==> config.mk <==
export PLATFORM = sky130hd
export DESIGN_NAME = fir_coeff_loader
export DESIGN_NICKNAME = d
export VERILOG_FILES = /design/src/rtl/fir_ctrl_pkg.sv /design/src/rtl/fir_coeff_bank.sv /design/src/rtl/fir_coeff_loader.sv
export SDC_FILE = /design/constraint.sdc
export NUM_CORES = 1
export LEC_CHECK = 0
export BUFFER_PORTS_ARGS = -buffer_cell sky130_fd_sc_hd__buf_2
export CORE_ASPECT_RATIO = 1.75
export CORE_MARGIN = 2
export CORE_UTILIZATION = 50
export CTS_BUF_LIST = sky130_fd_sc_hd__clkbuf_16
export DETAILED_ROUTE_END_ITERATION = 6
export MAX_ROUTING_LAYER = met4
export PLACE_DENSITY_LB_ADDON = 0.2
export SYNTH_ARGS = -nofsm -noshare
export SYNTH_HDL_FRONTEND = slang
export SYNTH_SLANG_ARGS = --single-unit
==> constraint.sdc <==
create_clock -name clk -period 4.59 [get_ports clk]
set_input_delay 0.459 -clock clk [delete_from_list [all_inputs] [get_ports clk]]
set_output_delay 0.459 -clock clk [all_outputs]
set_load 0.02 [all_outputs]
==> src/rtl/fir_ctrl_pkg.sv <==
// Shared control definitions for the FIR coefficient loader.
package fir_ctrl_pkg;

    typedef enum logic [1:0] {
        IDLE    = 2'd0,
        LOAD    = 2'd1,
        PENDING = 2'd2
    } state_t;

endpackage

==> src/rtl/fir_coeff_bank.sv <==
// Shadow coefficient register array with a single indexed write port.
module fir_coeff_bank #(
    parameter int unsigned N           = 4,
    parameter int unsigned COEFF_WIDTH = 8,
    parameter int unsigned IDX_W       = 2
) (
    input  logic                       clk,
    input  logic                       rst_n,
    input  logic                       we,
    input  logic [IDX_W-1:0]           widx,
    input  logic [COEFF_WIDTH-1:0]     wdata,
    output logic [N*COEFF_WIDTH-1:0]   bank
);

    logic [COEFF_WIDTH-1:0] mem [N];

    always_ff @(posedge clk) begin
        if (!rst_n) begin
            for (int unsigned t = 0; t < N; t++) begin
                mem[t] <= '0;
            end
        end else if (we) begin
            mem[widx] <= wdata;
        end
    end

    // Flatten into the same tap layout as the active bank.
    always_comb begin
        bank = '0;
        for (int unsigned t = 0; t < N; t++) begin
            bank[COEFF_WIDTH*t +: COEFF_WIDTH] = mem[t];
        end
    end

endmodule

==> src/rtl/fir_coeff_loader.sv <==
// Double-buffered FIR coefficient loader: beats fill a shadow bank, committed on sample_en.
// Optional tap readback port enabled by defining FIR_COEFF_READBACK_EN.
module fir_coeff_loader
    import fir_ctrl_pkg::*;
#(
    parameter int unsigned                N            = 4,
    parameter int unsigned                COEFF_WIDTH  = 8,
    parameter logic [N*COEFF_WIDTH-1:0]   RESET_COEFFS = '0
) (
    input  logic                          clk,
    input  logic                          rst_n,
    input  logic                          start,
    input  logic                          abort,
    input  logic                          wr_valid,
    input  logic [COEFF_WIDTH-1:0]        wr_data,
    output logic                          wr_ready,
    input  logic                          sample_en,
    output logic [N*COEFF_WIDTH-1:0]      packed_coeffs,
    output logic                          busy,
    output logic                          done,
    output logic                          err
`ifdef FIR_COEFF_READBACK_EN
    ,
    input  logic [((N > 1) ? $clog2(N) : 1)-1:0] rd_idx,
    output logic [COEFF_WIDTH-1:0]        rd_data
`endif
);

    localparam int unsigned IDX_W = (N > 1) ? $clog2(N) : 1;
    localparam logic [IDX_W-1:0] LAST_IDX = IDX_W'(N - 1);

    state_t                   state, state_next;
    logic [IDX_W-1:0]         idx, idx_next;
    logic                     xfer;
    logic                     commit;
    logic                     err_next;
    logic [N*COEFF_WIDTH-1:0] shadow;

    fir_coeff_bank #(
        .N           (N),
        .COEFF_WIDTH (COEFF_WIDTH),
        .IDX_W       (IDX_W)
    ) u_bank (
        .clk   (clk),
        .rst_n (rst_n),
        .we    (xfer),
        .widx  (idx),
        .wdata (wr_data),
        .bank  (shadow)
    );

    // Next-state logic; abort wins over start, final beat and sample_en.
    always_comb begin
        state_next = state;
        idx_next   = idx;
        xfer       = 1'b0;
        commit     = 1'b0;
        err_next   = 1'b0;
        case (state)
            IDLE: begin
                if (start && !abort) begin
                    idx_next   = '0;
                    state_next = LOAD;
                end
            end
            LOAD: begin
                if (abort) begin
                    state_next = IDLE;
                end else begin
                    err_next = start;
                    if (wr_valid && wr_ready) begin
                        xfer = 1'b1;
                        if (idx == LAST_IDX) begin
                            state_next = PENDING;
                        end else begin
                            idx_next = idx + IDX_W'(1);
                        end
                    end
                end
            end
            PENDING: begin
                if (abort) begin
                    state_next = IDLE;
                end else begin
                    err_next = start;
                    if (sample_en) begin
                        commit     = 1'b1;
                        state_next = IDLE;
                    end
                end
            end
            default: state_next = IDLE;
        endcase
    end

    // Status outputs are registered from the next state so they track the state register.
    always_ff @(posedge clk) begin
        if (!rst_n) begin
            state         <= IDLE;
            idx           <= '0;
            packed_coeffs <= RESET_COEFFS;
            wr_ready      <= 1'b0;
            busy          <= 1'b0;
            done          <= 1'b0;
            err           <= 1'b0;
        end else begin
            state    <= state_next;
            idx      <= idx_next;
            wr_ready <= (state_next == LOAD);
            busy     <= (state_next != IDLE);
            done     <= commit;
            err      <= err_next;
            if (commit) begin
                packed_coeffs <= shadow;
            end
        end
    end

`ifdef FIR_COEFF_READBACK_EN
    logic [COEFF_WIDTH-1:0] rd_mux_c;

    // Out-of-range indices fall through to zero.
    always_comb begin
        rd_mux_c = '0;
        for (int unsigned t = 0; t < N; t++) begin
            if (32'(rd_idx) == t) begin
                rd_mux_c = packed_coeffs[COEFF_WIDTH*t +: COEFF_WIDTH];
            end
        end
    end

    always_ff @(posedge clk) begin
        if (!rst_n) begin
            rd_data <= '0;
        end else begin
            rd_data <= rd_mux_c;
        end
    end
`endif

endmodule

=== Word level (Yosys, flattened, before mapping) ===
Memory sizes are Yosys's and may differ from the RTL's. A register that Yosys moved wholly into a read port is not among the register bits.
Index checks and enable logic that the tools add are counted.

* Latch bits: 0
* Bits of input ports: 14
* RAM bits: 32
* Memories: 1
* Memory bits (read-only): 0
* Bits in registers: 8

{| class="wikitable"
|+ Memory list
! memory !! depth !! width !! rd ports !! clocked after Yosys merged registers in !! write ports !! RTL line !! RTL
|-
| u_bank.mem || 4 || 8 || 4 || 4 || 4 || fir_coeff_bank.sv:15 || <nowiki>logic [COEFF_WIDTH-1:0] mem [N];</nowiki>
|}

* Magnitude comparators: 0
* $add $sub $neg: 1
* Bitwise gates (word level): 2
* Mux-type cells: 25
* $mul: 0
* Equality and inequality tests: 8
* Div/mod/pow operators: 0
* Shifts and indexed selects: 0
* Reduce and logical (&&, ||, !) cells: 14

{| class="wikitable"
|+ Operators with widths
! cell !! number
|-
| $mux W2 || 11
|-
| $mux W1 || 11
|-
| $mux W8 || 1
|-
| $ne A2 B2 Y1 const B || 4
|-
| $reduce_or A8 Y1 || 1
|-
| $pmux W2 S3 || 1
|-
| $logic_not A1 Y1 || 5
|-
| $reduce_and A5 Y1 || 1
|-
| $eq A2 B1 Y1 const B || 2
|-
| $eq A2 B2 Y1 const B || 2
|-
| $pmux W2 S2 || 1
|-
| $reduce_bool A2 Y1 || 2
|-
| $reduce_or A3 Y1 || 1
|-
| $add A2 B1 Y2 const B || 1
|-
| $logic_and A1 B1 Y1 || 2
|-
| $logic_not A2 Y1 || 1
|-
| $not A1 Y1 || 2
|-
| $reduce_or A2 Y1 || 1
|}

=== Depth between registers and ports, before layout ===
Gate-level depths: netlist of the first run.

* Word-level depth: 9
* Gate-level depth with buffers: 6

=== By module ===
From an unflattened synthesis of the first run, not the netlist that was laid out.

* Cells, all modules: 277
* Area total of the unflattened synthesis: 2959.1 µm²

{| class="wikitable"
|+ By module, submodules not included
! module !! cells an instance !! times used !! seq. area each (µm²) !! area each (µm²)
|-
| fir_coeff_loader || 192 || 1 || 800.8 || 1680.4
|-
| fir_coeff_bank || 85 || 1 || 960.9 || 1278.7
|}

=== Worst setup path before layout of the first run ===
No wires, ideal clock.

* Path type: register to register
* Start point: register state[1]
* End point: memory u_bank.mem[1][0] (enable)
* Data arrival time: 1509 ps
* Period minus slack after synthesis: 1843 ps
* Library setup time: 334 ps
* Path slack: 2747 ps
* Stages on the path, launching flop included: 7
* Path buffers: 0
* Cell sequence: dfxtp_1 -> inv_1 -> ha_1 -> nor2b_4 -> nand3_4 -> nor3b_4 -> nand2b_1

{| class="wikitable"
|+ RTL lines
! element !! RTL line !! RTL
|-
| start: declaration || fir_coeff_loader.sv:32 || <nowiki>state_t state, state_next;</nowiki>
|-
| start signal: assignment || fir_coeff_loader.sv:107 || <nowiki>state <= state_next;</nowiki>
|-
| end: declaration || fir_coeff_bank.sv:15 ||
|}

==> results of run 1 <==
==> power by group through the flow <==
stage	Combinational [mW]	Clock (mW)	Sequential [mW]
after detailed placement	0.0427	0	0.699
after global placement	0.0423	0	0.698
after floorplan	0.0238	0	0.699
after global routing	0.0460	0.701	0.686
final	0.0420	0.661	0.685
after CTS	0.0427	0.673	0.685
==> final cells by class <==
class	instances	area (sq um)
flip-flops and latches	72	1760
clock inverters	5	20.0
repair buffers	51	260
well taps	76	95.1
clock buffers	11	275
multi-input cells	175	992
inverters	4	15.0
fillers	500	2080
==> worst paths after layout <==
path | from | endpoint | slack (ps) | cells after the start
max | state[1] | u_bank.mem[1][7] | 2470 | 6
min | packed_coeffs[10] | packed_coeffs[10] | 450 | 2
max reg2reg | state[1] | u_bank.mem[1][7] | 2470 | 6
min reg2reg | packed_coeffs[10] | packed_coeffs[10] | 450 | 2
==> sequential cells by signal (all words and copies together) (netlist names) <==
register and cells:
done 1, busy 1, err 1, state 2, idx 2, u_bank.mem 32
wr_ready 1, packed_coeffs 32
==> layout by cell type, fill, tap and decap left out, drive strengths merged <==
cell / count
o21ai: 2
mux2i: 1
nor3b: 4
a21oi: 34
nor2b: 4
o21bai: 1
nor2: 2
buf: 51
o32a: 1
nand2: 67
o311ai: 1
inv: 6
o21a: 1
a31oi: 2
dfxtp: 40
edfxtp: 32
clkbuf: 11
ha: 5
a211oi: 1
a41o: 1
nand2b: 5
nand4b: 1
nor3: 3
nand3: 3
and2: 33
nand3b: 1
and3: 2
clkinv: 3
==> critical path, stage by stage, from the launching register on <==
cell	delay, ps
dfxtp_1	350
inv_1	90
ha_1	260
nor2b_4	240
nand3_4	130
nor3b_4	340
nand2b_1	380
==> cells by family after synthesis <==
| group | share of synthesized area |
|---|---|
| buffers and inverters | 0.0244 |
| adder cells (fa/ha/maj) | 0.0222 |
| multiplexers | 0.00355 |
| flip-flops | 0.624 |
| AO/OA/AOI/OAI | 0.0864 |
| AND/OR/NAND/NOR | 0.239 |
==> layer usage <==
metal | share of wire | vias up | GRT usage
met5 | 0 | - | -
met4 | 0.032 | 0 | 0.110
met3 | 0.042 | 9 | 0.0585
met2 | 0.53 | 49 | 0.318
met1 | 0.40 | 885 | 0.210
li1 | - | 987 | -
==> stage by stage <==
stage	total power, mW	hold WS [ps]	utilization
3_5_place_dp	0.741	445	0.569
6_report	1.39	447	0.622
3_3_place_gp	0.741	444	0.569
2_1_floorplan	0.722	471	-
4_1_cts	1.40	452	0.622
5_1_grt	1.43	466	0.622
==> impl_summary.txt, run 1 <==
----------------------------------------------------
[Floorplan]
  Initial cell density of the core ... 0.514
  Total Die Area ... 0.00629 sq mm
  Die Y-Extent ... 103 um
  Horiz. Die Dim ... 60.8 um
  Site Rows ... 36
  Core area ... 0.00550 sq mm
  Num ports ... 50

[Logic synthesis]
  Total number of yosys warnings ... 0
  List of most frequent post-synthesis cells ... nand2_1 (67), dfxtp_1 (40), a21oi_1 (34)
  Area share of the leading cell type in the synthesized netlist ... 0.340
  Portion of the post-synthesis area used by sequential elements ... 0.624
  Top area cells in the synthesized netlist ... edfxtp_1 (34%), dfxtp_1 (28%), nand2_1 (8.9%)
  Post-synth net total ... 281
  Library cell with the largest summed area after synthesis ... edfxtp_1
  Total of flip-flops plus latches after synthesis ... 72
  Top_reg_cell synth ... dfxtp_1
  FFs w/ async S/R, synth ... 0
  Post-synth EDFFs ... 32
  Area of the mapped netlist ... 0.00282 sq mm
  Post-synthesis cell count ... 262
  Avg Synthesized Cell Area ... 10.8 sq um
  Yosys cell types ... 37
  Top-count cell post-synth ... nand2_1

[Timing]
  Final max-slew violation count ... 0
  Crit share post-route ... 0.463
  Maximum operating frequency ... 0.471 GHz
  Worst slew margin ... 0.369
  Setup repair after global routing missed its margin ... false
  Total negative setup slack ... 0 ps
  Final hold violation count ... 0
  Final worst clock skew ... 7.61 ps
  Least setup slack across all paths after layout ... 2470 ps
  Transition at the pin with the smallest max-transition slack ... 940 ps
  Setup Viol. Count Final ... 0
  Minimum period implied by the final worst setup slack ... 2120 ps

[Critical path]
  Required time at the worst-slack endpoint ... 4570 ps
  Crit Path Category ... reg2reg
  Startpoint type of the worst setup path ... register
  Data arrival at the endpoint of the critical path ... 2100 ps
  Critical path endpoint category ... register
  Worst-path maximum fanout ... 9

[Final layout]
  Number of antenna cells inserted ... 0
  Fraction of layout cells with a size suffix above 1 ... 0.226
  Cell area after layout ... 0.00342 sq mm
  Post-synthesis to final-layout area growth ... 21.1%
  Cell Count, Final, Fillers Out ... 394
  Final #Nets ... 332

[Clocking]
  Number of buffers added by the clock tree synthesis step ... 9
  Count of cells resized by post-cts repair ... 0
  Clock slew seen by the registers of the worst setup and hold paths ... 50 ps
  Library cell used as clock root buffer ... clkbuf_16
  Post-CTS Repair Setup Buffers ... 0
  Hold Buf Count CTS ... 0
  Worst-Skew Late Latency ... 320 ps
  Clock sinks ... 72
  H-tree depth ... 3
  TritonCTS clock tree ... built
  Maximum buffer depth of the clock tree ... 2

[GRT]
  Number of global-route vias before repair ... 1775
  Largest net degree at the start of global routing ... 36
  Gr usage total ... 0.197
  Overall overflow remaining after global route ... 0
  Initial antenna violation count ... 0
  First-pass GRT wire length ... 8540 um

[Place]
  Pre-CTS setup slack ... 2130 ps
  Area after detailed placement ... 0.00312 sq mm
  DP HPWL ... 3940 um
  Placed instance count ... 378
  Final weighted congestion in routability-driven placement ... 0.796
  Count of port buffers added during placement ... 49

[Outcome]
  Status ... completed

[Routing]
  Vias per std cell ... 4.90
  DRC marker count from the first detailed-route iteration ... 116
  Number of remaining DRC errors ... 0
  Vias ... 1930
  First drt pass iteration count ... 5
  Antenna viol nets, final ... 0
  Total length of routed wires ... 5340 um
  Routed length per placed instance ... 13.6 um

[Pwr]
  Switching pwr ... 272 uW
  Int Pwr ... 1.12 mW
  Pwr per Cell Area ... 406 mW/mm^2
  Clock Power Share ... 0.476
  Leakage power of the design ... 1.36 nW
  Sw Ratio ... 0.196
  Comb pwr share ... 0.030
  Fraction of power consumed by sequential logic ... 0.494
  Worst VDD drop ... 0.248 mV

[Worst hold path]
  Path class of the lowest-slack min-delay path ... reg2reg

[Run]
  Max cap viols ... 0

----------------------------------------------------
Note: power is estimated with default switching activity, not from simulation.
==> inputs of run 2 (changes only) <==
Settings changed: CORE_UTILIZATION 50 to 49.
Clock period 4.59 ns to 1.95 ns, I/O delays scaled along.
==> impl_summary.txt, run 2 (synthesized netlist as in run 1, its figures left out) <==
----------------------------------------------------
[Timing]
  Setup repair after global routing missed its margin ... false
  Final max-slew violation count ... 0
  Worst slew margin ... 0.743
  Minimum period implied by the final worst setup slack ... 1800 ps
  Final worst clock skew ... 5.84 ps
  Total negative setup slack ... 0 ps
  Least setup slack across all paths after layout ... 149 ps
  Final hold violation count ... 0
  Transition at the pin with the smallest max-transition slack ... 385 ps
  Crit share post-route ... 0.924
  Maximum operating frequency ... 0.555 GHz
  Setup Viol. Count Final ... 0

[GRT]
  First-pass GRT wire length ... 9250 um
  Number of global-route vias before repair ... 1975
  Gr usage total ... 0.207
  Initial antenna violation count ... 0
  Overall overflow remaining after global route ... 0
  Largest net degree at the start of global routing ... 35

[Clocking]
  H-tree depth ... 3
  TritonCTS clock tree ... built
  Count of cells resized by post-cts repair ... 0
  Clock slew seen by the registers of the worst setup and hold paths ... 60 ps
  Post-CTS Repair Setup Buffers ... 0
  Library cell used as clock root buffer ... clkbuf_16
  Number of buffers added by the clock tree synthesis step ... 9
  Maximum buffer depth of the clock tree ... 2
  Clock sinks ... 72
  Hold Buf Count CTS ... 0
  Worst-Skew Late Latency ... 330 ps

[Floorplan]
  Initial cell density of the core ... 0.505
  Die Y-Extent ... 104 um
  Num ports ... 50
  Horiz. Die Dim ... 61.4 um
  Total Die Area ... 0.00641 sq mm
  Core area ... 0.00559 sq mm
  Site Rows ... 36

[Final layout]
  Post-synthesis to final-layout area growth ... 23.8%
  Storage cell area ... 0.00176 sq mm
  Final #Nets ... 341
  Commonest non-fill, non-tap cell in the layout ... nand2_1
  Fraction of layout cells with a size suffix above 1 ... 0.251
  Number of antenna cells inserted ... 0
  Cell area after layout ... 0.00350 sq mm
  Top Registers ... packed_coeffs (32), u_bank.mem (32)
  Multi-input gate area ... 995 sq um
  Most used cells in the layout excluding fill and tap cells ... nand2_1 (67), buf_2 (49), dfxtp_1 (40)
  Count of fill cells added during filler insertion ... 494

[Outcome]
  Status ... completed

[Routing]
  Vias per std cell ... 5.00
  Vias ... 2016
  DRC marker count from the first detailed-route iteration ... 51
  Antenna viol nets, final ... 0
  Routed length per placed instance ... 14.4 um
  Number of remaining DRC errors ... 0
  Total length of routed wires ... 5800 um
  First drt pass iteration count ... 4

[Worst hold path]
  Path class of the lowest-slack min-delay path ... in2reg

[Critical path]
  Worst-path maximum fanout ... 8
  Data arrival at the endpoint of the critical path ... 1790 ps
  Required time at the worst-slack endpoint ... 1940 ps
  Worst Path Buf+Inv ... 1
  Max incr delay on CP ... 360 ps
  Critical path endpoint category ... register
  Crit Path Category ... reg2reg
  CP top delay family ... simple AND/OR/NAND/NOR gates
  Cell with the biggest individual delay on the critical path ... nand2b_1
  Startpoint type of the worst setup path ... register
  Ordered cell list for the critical path ... inv_1, ha_1, nor2b_4, nand3_4, nor3_4, nand2b_1

[Place]
  Count of port buffers added during placement ... 49
  DP HPWL ... 4210 um
  Final weighted congestion in routability-driven placement ... 0.823
  Area after detailed placement ... 0.00319 sq mm
  Pre-CTS setup slack ... 105 ps

[Run]
  Max cap viols ... 0

[Pwr]
  Worst VDD drop ... 0.738 mV
  Pwr per Cell Area ... 951 mW/mm^2
  Leakage power of the design ... 1.40 nW

----------------------------------------------------
==> run 2: cell types whose count changed in the layout (fill, tap and decap cells not counted), sizes merged <==
cell | before | now
buf | 51 | 60
clkinv | 3 | 4
inv | 6 | 5
==> run 2: layer usage <==
layer / wire length (um) / vias to the layer above / track usage
met2: 3230 / 46 / 0.357
met4: 255 / 0 / 0.140
met5: 0 / - / -
li1: - / 1008 / -
met1: 2130 / 943 / 0.199
met3: 185 / 19 / 0.0299
==> run 2: stage by stage <==
| step | cells | power (mW) | util | hold slack (ps) |
|---|---|---|---|---|
| floorplan | 262 | 1.70 | - | 393 |
| global placement | 387 | 1.75 | 0.571 | 441 |
| detailed placement | 387 | 1.76 | 0.571 | 446 |
| CTS | 403 | 3.35 | 0.625 | 204 |
| global route | 403 | 3.42 | 0.626 | 218 |
| finish | 403 | 3.33 | 0.626 | 209 |
==> run 2: path summary, 6_finish.rpt <==
| path | start | end | slack (ps) | cells past startpoint |
|---|---|---|---|---|
| max | state[1] | u_bank.mem[0][7] | 150 | 6 |
| min | wr_data[4] | u_bank.mem[1][4] | 210 | 2 |
| max reg2reg | state[1] | u_bank.mem[0][7] | 150 | 6 |
| min reg2reg | packed_coeffs[15] | packed_coeffs[15] | 450 | 2 |
==> run 2: worst reg2reg max path: stages (launching register included) <==
cell	delay (ps)
dfxtp_1	350
inv_1	90
ha_1	170
nor2b_4	210
nand3_4	140
nor3_4	140
nand2b_1	360
==> run 2: report_power, final <==
| group | switching (mW) | internal [mW] | leakage, nW | total (mW) |
|---|---|---|---|---|
| logic | 0.0741 | 0.0363 | 0.598 | 0.110 |
| clock network | 0.598 | 1.00 | 0.153 | 1.60 |
| registers | 0.0112 | 1.60 | 0.653 | 1.61 |
==> run 2: cell type report <==
class                           count  area share
Multi-Input combinational cell    175       0.285
Clock buffer                       11      0.0787
Tap cell                           76      0.0272
Inverter                            4     0.00429
Timing Repair Buffer               60      0.0938
Clock inverter                      5     0.00752
Sequential cell                    72       0.504
==> inputs of run 3 (changes only) <==
Settings changed: CORE_UTILIZATION 49 to 50, SYNTH_HIERARCHICAL from default to 1.
==> impl_summary.txt, run 3 <==
----------------------------------------------------
[Worst hold path]
  Path class of the lowest-slack min-delay path ... in2reg
  Hold_sp ... start
  Hold-critical path endpoint ... err
  Cell count of the worst hold path ... 3

[Routing]
  Number of remaining DRC errors ... 0
  Antenna viol nets, final ... 0
  Routed length per placed instance ... 13.7 um
  Vias ... 2061
  First drt pass iteration count ... 4
  DRC marker count from the first detailed-route iteration ... 106
  Total length of routed wires ... 5670 um
  Vias per std cell ... 4.98

[Timing]
  Setup Viol. Count Final ... 0
  Least setup slack across all paths after layout ... 161 ps
  Worst slew margin ... 0.702
  Final max-slew violation count ... 0
  Setup repair after global routing missed its margin ... false
  Total negative setup slack ... 0 ps
  Transition at the pin with the smallest max-transition slack ... 446 ps
  Worst hold margin ... 177 ps
  Final hold violation count ... 0
  Minimum period implied by the final worst setup slack ... 1790 ps
  Crit share post-route ... 0.917
  Final worst clock skew ... 5.49 ps
  Maximum operating frequency ... 0.559 GHz

[Pwr]
  Comb pwr share ... 0.041
  Clock Power Share ... 0.443
  Design Power ... 3.13 mW
  Worst VDD drop ... 0.642 mV
  Leakage power of the design ... 1.50 nW
  Sw Ratio ... 0.205
  Fraction of power consumed by sequential logic ... 0.517
  Switching pwr ... 643 uW
  Pwr per Cell Area ... 888 mW/mm^2
  Int Pwr ... 2.49 mW

[Logic synthesis]
  Yosys cell types ... 38
  Library cell with the largest summed area after synthesis ... edfxtp_1
  Avg Synthesized Cell Area ... 10.7 sq um
  Total number of yosys warnings ... 6
  Total of flip-flops plus latches after synthesis ... 72
  Top area cells in the synthesized netlist ... edfxtp_1 (32%), dfxtp_1 (27%), nand2_1 (9.0%)
  Area of the mapped netlist ... 0.00296 sq mm
  Portion of the post-synthesis area used by sequential elements ... 0.595
  Top_reg_cell synth ... dfxtp_1
  Top-count cell post-synth ... nand2_1
  FFs w/ async S/R, synth ... 0
  Post-synth net total ... 296
  Post-synthesis cell count ... 277
  Post-synth EDFFs ... 32
  Area share of the leading cell type in the synthesized netlist ... 0.325
  List of most frequent post-synthesis cells ... nand2_1 (71), dfxtp_1 (40), edfxtp_1 (32)

[Critical path]
  End of the worst register-to-register path ... u_bank/mem[0][5]
  Required time at the worst-slack endpoint ... 1980 ps
  Critical path endpoint category ... register
  Worst-path maximum fanout ... 8
  Depth of the worst register-to-register path ... 7
  Crit Path Category ... reg2reg
  Data arrival at the endpoint of the critical path ... 1820 ps
  Startpoint type of the worst setup path ... register
  Slack of the worst reg-to-reg path ... 160 ps
  Worst reg2reg startpoint ... state[1]

[Clocking]
  Post-CTS Repair Setup Buffers ... 0
  Number of buffers added by the clock tree synthesis step ... 9
  Hold Buf Count CTS ... 0
  H-tree depth ... 3
  Library cell used as clock root buffer ... clkbuf_16
  Worst-Skew Late Latency ... 320 ps
  Count of cells resized by post-cts repair ... 0
  Clock slew seen by the registers of the worst setup and hold paths ... 50 ps
  Clock sinks ... 72
  Maximum buffer depth of the clock tree ... 2
  TritonCTS clock tree ... built

[Place]
  Area after detailed placement ... 0.00327 sq mm
  Pre-CTS setup slack ... 178 ps
  Placed instance count ... 398
  Count of port buffers added during placement ... 49
  Final weighted congestion in routability-driven placement ... 0.822
  DP HPWL ... 4110 um

[Floorplan]
  Num ports ... 50
  Total Die Area ... 0.00657 sq mm
  Core area ... 0.00579 sq mm
  Site Rows ... 37
  Horiz. Die Dim ... 62.2 um
  Die Y-Extent ... 106 um
  Initial cell density of the core ... 0.511

[Final layout]
  Multi-input gate area ... 0.00105 sq mm
  Storage cell area ... 0.00176 sq mm
  Layout Utilization ... 0.610
  Most used cells in the layout excluding fill and tap cells ... nand2_1 (71), buf_2 (49), dfxtp_1 (40)
  Top Registers ... packed_coeffs (32), u_bank/mem (32)
  Commonest non-fill, non-tap cell in the layout ... nand2_1
  Count of fill cells added during filler insertion ... 504
  Post-synthesis to final-layout area growth ... 19.2%
  Cell Count, Final, Fillers Out ... 414
  Fraction of layout cells with a size suffix above 1 ... 0.244
  Cell area after layout ... 0.00353 sq mm
  Number of antenna cells inserted ... 0
  Final #Nets ... 350

[GRT]
  Number of global-route vias before repair ... 1936
  Gr usage total ... 0.188
  Overall overflow remaining after global route ... 0
  Largest net degree at the start of global routing ... 34
  Initial antenna violation count ... 0
  First-pass GRT wire length ... 9230 um

[Run]
  Max cap viols ... 0

[Outcome]
  Status ... completed

----------------------------------------------------
[run 3: cell count changes after synthesis, sizes merged, moves of 4 or more]
cell / before / now
a21boi: 0 / 32
a21oi: 34 / 2
and2: 33 / 7
and3: 2 / 15
nor2: 2 / 14
buf: 8 / 14
inv: 3 / 7
nand2: 67 / 71
nor3b: 4 / 0
[run 3: cell type report]
class,instances,area share
flip-flops and latches,72,0.499
multi-input cells,181,0.296
repair buffers,60,0.0965
clock buffers,9,0.0638
well taps,78,0.0277
clock inverters,7,0.00887
inverters,7,0.00745
[run 3: worst max path at each step]
stage	start	to	depth (start not counted)
floorplan	state[1]	u_bank/mem[1][0]	7
global placement	state[1]	u_bank/mem[0][7]	7
detailed placement	state[1]	u_bank/mem[0][6]	7
CTS	state[1]	u_bank/mem[0][6]	7
global route	state[1]	u_bank/mem[3][1]	7
finish	state[1]	u_bank/mem[0][5]	7
[run 3: logic make-up after synthesis]
| kind of cell | after synthesis | share of synthesized area |
|---|---|---|
| simple gates | 128 | 0.210 |
| flops | 72 | 0.595 |
| compound gates | 47 | 0.118 |
| buf+inv | 24 | 0.0529 |
| fa+ha+maj | 5 | 0.0211 |
| mux | 1 | 0.00338 |
[run 3: worst max-delay path, cell delays in order, from the launching register on]
cell	delay, ps
dfxtp_1	360
inv_1	100
ha_1	270
nand3_1	120
nor2_2	130
inv_1	90
o31ai_2	240
buf_4	200
[run 3: power by group through the flow]
stage | Sequential, mW | Clock [mW] | Combinational, mW
2_1_floorplan | 1.65 | 0 | 0.0750
3_5_place_dp | 1.65 | 0 | 0.128
6_report | 1.62 | 1.39 | 0.128
5_1_grt | 1.62 | 1.47 | 0.140
4_1_cts | 1.62 | 1.42 | 0.128
3_3_place_gp | 1.65 | 0 | 0.126
[run 3: routing by layer]
layer | track usage | wire length, um | up-vias | share of wire
li1 | - | - | 1048 | -
met2 | 0.317 | 2920 | 56 | 0.52
met4 | 0.0968 | 142 | 0 | 0.025
met5 | - | 0 | - | 0
met1 | 0.208 | 2340 | 947 | 0.41
met3 | 0.0416 | 260 | 10 | 0.046
